## config.mk

```make
export PLATFORM = sky130hd
export DESIGN_NAME = udt_tx_arbiter_flat
export DESIGN_NICKNAME = d
export VERILOG_FILES = /design/src/rtl/udt_tx_arbiter_if.sv /design/src/rtl/udt_tx_arbiter.sv /design/src/flat_wrapper.sv
export SDC_FILE = /design/constraint.sdc
export NUM_CORES = 1
export LEC_CHECK = 0
export BUFFER_PORTS_ARGS = -buffer_cell sky130_fd_sc_hd__buf_4
export CAP_MARGIN = 25
export CORE_AREA = 2 2 214 216
export CTS_BUF_LIST = sky130_fd_sc_hd__clkbuf_16
export DETAILED_ROUTE_END_ITERATION = 6
export DIE_AREA = 0 0 216 218
export PLACE_DENSITY_LB_ADDON = 0.25
export SETUP_SLACK_MARGIN = 0.05
export SYNTH_ARGS = -nofsm -noshare
export SYNTH_HDL_FRONTEND = slang
export SYNTH_SLANG_ARGS = --single-unit
```

## constraint.sdc

```tcl
create_clock -name clk -period 2.5 [get_ports clk]
set_clock_uncertainty 0.15 [all_clocks]
set_input_delay 0.125 -clock clk [delete_from_list [all_inputs] [get_ports clk]]
set_output_delay 0.125 -clock clk [all_outputs]
set_load 0.02 [all_outputs]
```

## src/rtl/udt_tx_arbiter_if.sv

```systemverilog
// Bundles the UDT transmit arbiter's stream signals.
// Ports (signals):
//   ctrl_tvalid/ctrl_tdata/ctrl_tlast/ctrl_tready - six control-packet sources
//   data_tvalid/data_tdata/data_tlast/data_tready - data-packet source
//   out_tvalid/out_tdata/out_tlast/out_tready     - merged transmit stream
//   grant_id, type_err                            - arbitration status
// Modports: master = the arbiter (drives the merged stream and source readies),
//           slave  = its surroundings (generators, downstream sink, monitor).
interface udt_tx_arbiter_if;
    logic [5:0]   ctrl_tvalid;
    logic [383:0] ctrl_tdata;
    logic [5:0]   ctrl_tlast;
    logic [5:0]   ctrl_tready;
    logic         data_tvalid;
    logic [63:0]  data_tdata;
    logic         data_tlast;
    logic         data_tready;
    logic         out_tvalid;
    logic [63:0]  out_tdata;
    logic         out_tlast;
    logic         out_tready;
    logic [2:0]   grant_id;
    logic         type_err;

    modport master (
        input  ctrl_tvalid, ctrl_tdata, ctrl_tlast,
        output ctrl_tready,
        input  data_tvalid, data_tdata, data_tlast,
        output data_tready,
        output out_tvalid, out_tdata, out_tlast,
        input  out_tready,
        output grant_id, type_err
    );

    modport slave (
        output ctrl_tvalid, ctrl_tdata, ctrl_tlast,
        input  ctrl_tready,
        output data_tvalid, data_tdata, data_tlast,
        input  data_tready,
        input  out_tvalid, out_tdata, out_tlast,
        output out_tready,
        input  grant_id, type_err
    );
endinterface

```

## src/rtl/udt_tx_arbiter.sv

```systemverilog
// Packet-level arbiter merging six UDT control-packet generators and the
// data-packet sender onto one 64-bit transmit stream. Control has fixed
// priority (lowest index first); a burst limiter forces a data grant after
// MAX_CTRL_BURST consecutive control grants made while data was waiting.
// The first beat of every granted packet has its UDT type field checked;
// a mismatch sets the sticky type_err flag but the packet is forwarded as-is.
// Ports:
//   clk      - core clock
//   core_rst - asynchronous active-high reset
//   bus      - udt_tx_arbiter_if.master (source streams, merged stream, status)
module udt_tx_arbiter #(
    parameter int unsigned MAX_CTRL_BURST = 4,
    parameter int unsigned CNT_W          = 4
) (
    input  logic              clk,
    input  logic              core_rst,
    udt_tx_arbiter_if.master  bus
);

    localparam int unsigned NUM_CTRL = 6;
    localparam int unsigned DATA_W   = 64;
    localparam logic [2:0]  GNT_DATA = 3'd6;
    localparam logic [2:0]  GNT_NONE = 3'd7;

    typedef enum logic {
        IDLE = 1'b0,
        LOCK = 1'b1
    } state_t;

    state_t             state;
    logic [2:0]         grant_id;
    logic [CNT_W-1:0]   burst_cnt;
    logic               first_beat;
    logic               type_err;

    logic               sel_valid;
    logic [DATA_W-1:0]  sel_data;
    logic               sel_last;
    logic [5:0]         ctrl_ready;
    logic               data_ready;

    logic               any_ctrl;
    logic [2:0]         ctrl_idx;
    logic [2:0]         win_id;
    logic               burst_full;
    logic               xfer;
    logic               type_bad;

    // Expected UDT type field for each control source.
    function automatic logic [15:0] ctrl_type(input logic [2:0] id);
        case (id)
            3'd0:    ctrl_type = 16'h8005;
            3'd1:    ctrl_type = 16'h8000;
            3'd2:    ctrl_type = 16'h8006;
            3'd3:    ctrl_type = 16'h8002;
            3'd4:    ctrl_type = 16'h8003;
            3'd5:    ctrl_type = 16'h8001;
            default: ctrl_type = 16'h0000;
        endcase
    endfunction

    // Winner selection used while IDLE.
    always_comb begin
        any_ctrl   = |bus.ctrl_tvalid;
        ctrl_idx   = GNT_NONE;
        burst_full = (burst_cnt == CNT_W'(MAX_CTRL_BURST));
        for (int i = NUM_CTRL - 1; i >= 0; i--) begin
            if (bus.ctrl_tvalid[i]) begin
                ctrl_idx = 3'(i);
            end
        end
        if (bus.data_tvalid && burst_full) begin
            win_id = GNT_DATA;
        end else if (any_ctrl) begin
            win_id = ctrl_idx;
        end else if (bus.data_tvalid) begin
            win_id = GNT_DATA;
        end else begin
            win_id = GNT_NONE;
        end
    end

    // Merged-stream mux: in LOCK the granted source is passed straight through.
    always_comb begin
        sel_valid  = 1'b0;
        sel_data   = '0;
        sel_last   = 1'b0;
        ctrl_ready = '0;
        data_ready = 1'b0;
        if (state == LOCK) begin
            if (grant_id == GNT_DATA) begin
                sel_valid  = bus.data_tvalid;
                sel_data   = bus.data_tdata;
                sel_last   = bus.data_tlast;
                data_ready = bus.out_tready;
            end else begin
                for (int i = 0; i < NUM_CTRL; i++) begin
                    if (grant_id == 3'(i)) begin
                        sel_valid     = bus.ctrl_tvalid[i];
                        sel_data      = bus.ctrl_tdata[DATA_W*i +: DATA_W];
                        sel_last      = bus.ctrl_tlast[i];
                        ctrl_ready[i] = bus.out_tready;
                    end
                end
            end
        end
    end

    // Data packets must carry a clear control bit; control packets their own type.
    always_comb begin
        xfer = (state == LOCK) && sel_valid && bus.out_tready;
        if (grant_id == GNT_DATA) begin
            type_bad = sel_data[63];
        end else begin
            type_bad = (sel_data[63:48] != ctrl_type(grant_id));
        end
    end

    assign bus.out_tvalid  = sel_valid;
    assign bus.out_tdata   = sel_data;
    assign bus.out_tlast   = sel_last;
    assign bus.ctrl_tready = ctrl_ready;
    assign bus.data_tready = data_ready;
    assign bus.grant_id    = grant_id;
    assign bus.type_err    = type_err;

    // Grant FSM, burst limiter and sticky type-check flag.
    always_ff @(posedge clk or posedge core_rst) begin
        if (core_rst) begin
            state      <= IDLE;
            grant_id   <= GNT_NONE;
            burst_cnt  <= '0;
            first_beat <= 1'b0;
            type_err   <= 1'b0;
        end else begin
            case (state)
                IDLE: begin
                    if (win_id != GNT_NONE) begin
                        state      <= LOCK;
                        grant_id   <= win_id;
                        first_beat <= 1'b1;
                        // Only control grants made while data waits count toward the burst.
                        if (win_id == GNT_DATA || !bus.data_tvalid) begin
                            burst_cnt <= '0;
                        end else if (!burst_full) begin
                            burst_cnt <= burst_cnt + CNT_W'(1);
                        end
                    end
                end
                LOCK: begin
                    if (xfer) begin
                        first_beat <= 1'b0;
                        if (first_beat && type_bad) begin
                            type_err <= 1'b1;
                        end
                        if (sel_last) begin
                            state    <= IDLE;
                            grant_id <= GNT_NONE;
                        end
                    end
                end
                default: begin
                    state    <= IDLE;
                    grant_id <= GNT_NONE;
                end
            endcase
        end
    end

endmodule
```

## src/flat_wrapper.sv

```systemverilog
// flat-port wrapper written by rule: the top's interface ports become plain ports
module udt_tx_arbiter_flat 
#(
    parameter int unsigned MAX_CTRL_BURST = 4,
    parameter int unsigned CNT_W          = 4
)
  (clk, core_rst, bus_ctrl_tvalid, bus_ctrl_tdata, bus_ctrl_tlast, bus_ctrl_tready, bus_data_tvalid, bus_data_tdata, bus_data_tlast, bus_data_tready, bus_out_tvalid, bus_out_tdata, bus_out_tlast, bus_out_tready, bus_grant_id, bus_type_err);
  udt_tx_arbiter_if bus_i ();
  input  logic clk;
  input  logic core_rst;
  input wire logic [$bits(bus_i.ctrl_tvalid)-1:0] bus_ctrl_tvalid;
  input wire logic [$bits(bus_i.ctrl_tdata)-1:0] bus_ctrl_tdata;
  input wire logic [$bits(bus_i.ctrl_tlast)-1:0] bus_ctrl_tlast;
  output wire logic [$bits(bus_i.ctrl_tready)-1:0] bus_ctrl_tready;
  input wire logic [$bits(bus_i.data_tvalid)-1:0] bus_data_tvalid;
  input wire logic [$bits(bus_i.data_tdata)-1:0] bus_data_tdata;
  input wire logic [$bits(bus_i.data_tlast)-1:0] bus_data_tlast;
  output wire logic [$bits(bus_i.data_tready)-1:0] bus_data_tready;
  output wire logic [$bits(bus_i.out_tvalid)-1:0] bus_out_tvalid;
  output wire logic [$bits(bus_i.out_tdata)-1:0] bus_out_tdata;
  output wire logic [$bits(bus_i.out_tlast)-1:0] bus_out_tlast;
  input wire logic [$bits(bus_i.out_tready)-1:0] bus_out_tready;
  output wire logic [$bits(bus_i.grant_id)-1:0] bus_grant_id;
  output wire logic [$bits(bus_i.type_err)-1:0] bus_type_err;
  assign bus_i.ctrl_tvalid = bus_ctrl_tvalid;
  assign bus_i.ctrl_tdata = bus_ctrl_tdata;
  assign bus_i.ctrl_tlast = bus_ctrl_tlast;
  assign bus_ctrl_tready = bus_i.ctrl_tready;
  assign bus_i.data_tvalid = bus_data_tvalid;
  assign bus_i.data_tdata = bus_data_tdata;
  assign bus_i.data_tlast = bus_data_tlast;
  assign bus_data_tready = bus_i.data_tready;
  assign bus_out_tvalid = bus_i.out_tvalid;
  assign bus_out_tdata = bus_i.out_tdata;
  assign bus_out_tlast = bus_i.out_tlast;
  assign bus_i.out_tready = bus_out_tready;
  assign bus_grant_id = bus_i.grant_id;
  assign bus_type_err = bus_i.type_err;
  udt_tx_arbiter #(.MAX_CTRL_BURST(MAX_CTRL_BURST), .CNT_W(CNT_W)) u_core (.clk(clk), .core_rst(core_rst), .bus(bus_i));
endmodule
```

==> results.json <==
{
  "area_growth_pct": 157,
  "cts.sinks": 10,
  "hold_depth": 3,
  "clk_latency_ns": 0.24,
  "crit_required_ns": 2.45,
  "seqPwrFrac_pct": 2.4,
  "die_width_um": 216,
  "synth-seq-cells": 10,
  "pwr-share-comb_pct": 95.9,
  "worstRegToRegCells": 8,
  "grt_pass1_wl_um": 60200,
  "vias": 8562,
  "finalCritPeriodShare_pct": 106,
  "drv_slew": 0,
  "antenna_found_initial": 6,
  "synthMostInstantiatedCell": "a21oi_1",
  "yosys.area.top_type_share_pct": 14.4,
  "p_leak_uw": 0.00576,
  "rows": 78,
  "cts_tree": "built",
  "grt_pass1_vias": 8807,
  "worstHoldStart": "bus_ctrl_tvalid[1]",
  "clockRootBuffer": "clkbuf_16",
  "die_area_um2": 47100,
  "via_per_inst": 4.37,
  "crit_type": "register to register",
  "power.density_nw_per_um2": 1340,
  "post-route-util_pct": 27.9,
  "synth_top_cells_by_count": "140 x a21oi_1, 85 x nor2_1, 45 x o21ai_0, 44 x mux2i_1, 41 x clkbuf_1",
  "r2r_start": "u_core.bus.grant_id[0]",
  "port-buffer-count": 541,
  "dr.pass1.iters": 6,
  "numCtsBuffers": 3,
  "fin_nets": 1827,
  "core_area_um2": 44900,
  "hp-class": "input port to register",
  "ff2ff_setup_slack_ns": -0.16,
  "routedWlPerCell_um": 22.1,
  "globalplace.congestion": 0.870,
  "yosysSeqAreaShare_pct": 5.21,
  "switching_power_uw": 8430,
  "path_clk_slew_ns": 0.05,
  "r2r-end": "u_core.bus.type_err",
  "vdd_drop_max_mv": 0.633,
  "fin_cells": 1960,
  "hpwl_um": 34600,
  "syn_area_per_cell_um2": 6.85,
  "power.share.clock_pct": 1.7,
  "hold_ws_ns": 0.0552,
  "worstPathMaxFanout": 6,
  "end_kind": "register",
  "setup_violations": 45,
  "worst_ep_arrival_time_ns": 2.61,
  "track_usage_pct": 17.1,
  "synth_edf_count": 0,
  "setup_slack_ns": -0.156,
  "drive_gt1_share_pct": 69.1,
  "ys.flop_type": "dfrtp_1",
  "min_to": "u_core.bus.grant_id[1]",
  "initial_core_util_pct": 10.9,
  "worst_slew_pin_slew_ns": 0.649,
  "cts_buffer_depth": 2,
  "drtIter0Drc": 426,
  "outcome": "finished with violations",
  "violations": "negative setup slack",
  "htree_num_levels": 1,
  "drc": 0,
  "fin_setup_tns_ns": -3.08,
  "fmax_mhz": 377,
  "ant_nets": 0,
  "hold_viol": 0,
  "synth_area_leaders": "a21oi_1 14%, mux2i_1 9.0%, mux2_2 8.8%",
  "synthArstFlopShare_pct": 100,
  "fp.dieH_um": 218,
  "routed_wl_um": 43400,
  "grt_max_degree": 36,
  "maxSlewHeadroom_pct": 56.5,
  "overflow": 0,
  "p_int_uw": 8360,
  "synth.cell_area_um2": 4880,
  "fillCellCount": 4925,
  "synthCells": 712,
  "yosys_warnings": 0,
  "syn_nets": 1179,
  "swShare_pct": 50.2,
  "max_cap_viol_count": 0,
  "finalCriticalPeriod_ns": 2.66,
  "ys_types": 67,
  "pre_cts_ws_ns": -0.537,
  "rsz0062_at_grt": "yes",
  "yosys.area.top_type": "a21oi_1",
  "startpoint_type": "register",
  "placedCellCount": 1873,
  "io_pins": 542
}
## power by group through the flow
stage	clock network, uW	logic, uW	registers [uW]
floorplan	0	6710	333
CTS	299	15200	388
global route	308	17100	413
global placement	0	12300	428
finish	293	16100	397
detailed placement	0	12300	434
## placed cells by master, fill, tap and decap left out, types with 5 or more instances in the layout
master / count
o221ai_1: 9
mux2_2: 18
o221ai_2: 5
a211oi_2: 14
nand2_1: 19
nand2b_1: 6
mux2_4: 20
buf_12: 29
mux4_2: 13
o21a_1: 8
buf_8: 9
mux2i_1: 40
dfrtp_1: 6
nor2_2: 6
o21ai_1: 12
nor2_1: 75
a221oi_4: 5
a221oi_2: 26
a21oi_1: 93
a21oi_2: 46
o21ai_0: 32
clkbuf_16: 5
buf_16: 6
nor3_1: 7
buf_6: 58
nor2b_1: 26
o22ai_1: 7
inv_1: 12
a31oi_1: 5
a22o_1: 9
nor2b_2: 6
buf_4: 615
## stage by stage
| step | total power (uW) | area, um^2 |
|---|---|---|
| floorplan | 7040 | 4960 |
| global placement | 12700 | 10400 |
| detailed placement | 12800 | 10400 |
| CTS | 15800 | 11900 |
| global route | 17800 | 12500 |
| finish | 16800 | 12500 |
## cell families after synthesis
kind of cell               after synthesis  synth area share (%)
buffers and inverters                   93                  8.31
and+or+nand+nor                        188                  19.1
DFF                                     10                  5.21
AOI/OAI and AO/OA                      323                  42.6
adders and majority gates                2                 0.513
muxes                                   96                  24.3
## final cells by class
class	instances	area, um^2	share of cell area, %
Clock inverter	1	3.75	0.0299
Inverter	14	57.6	0.459
Clock buffer	3	75.1	0.598
Multi-Input combinational cell	609	5110	40.7
Timing Repair Buffer	722	6280	50.0
Tap cell	600	751	5.98
Sequential cell	10	269	2.14
Antenna cell	1	2.50	0.0199
## worst max-delay path by stage
stage | from | end | slack, ns
finish | u_core.bus.grant_id[0] | u_core.bus.type_err | -0.16
global route | u_core.bus.grant_id[1] | bus_out_tdata[39] | -0.23
CTS | u_core.bus.grant_id[1] | bus_out_tlast | -0.20
detailed placement | u_core.bus.grant_id[1] | u_core.bus.type_err | -0.54
global placement | u_core.bus.grant_id[1] | u_core.bus.type_err | -0.48
floorplan | u_core.bus.grant_id[0] | u_core.bus.type_err | -0.07
## metal layers
| metal | wire length (um) | GRT usage (%) |
|---|---|---|
| met4 | 697 | 2.37 |
| met1 | 18000 | 21.5 |
| met2 | 21600 | 30.7 |
| met5 | 32 | 0 |
| met3 | 3110 | 3.54 |
## timing repair
item	CTS	global route
setup buffers	47	29
pin swaps	40	46
hold buffers	1	0
gates resized for setup	195	94
endpoints found under the hold margin	7	0
setup endpoints to repair	69	70
gates cloned	8	3
## critical path: stages (launching register included)
cell and delay, ns:
dfstp_4 0.51, buf_6 0.13, buf_4 0.13, or4_4 0.52, o221ai_2 0.08, a221oi_2 0.09
or4_4 0.52, nor4b_4 0.24, a41oi_2 0.14
## sequential cells by signal, summed over array words and instances, names as in the netlist
| register | flops |
|---|---|
| u_core.bus.grant_id | 3 |
| u_core.bus.type_err | 1 |
| u_core.burst_cnt | 4 |
| u_core.first_beat | 1 |
| u_core.state | 1 |
Power figures use the tool's default switching activity.
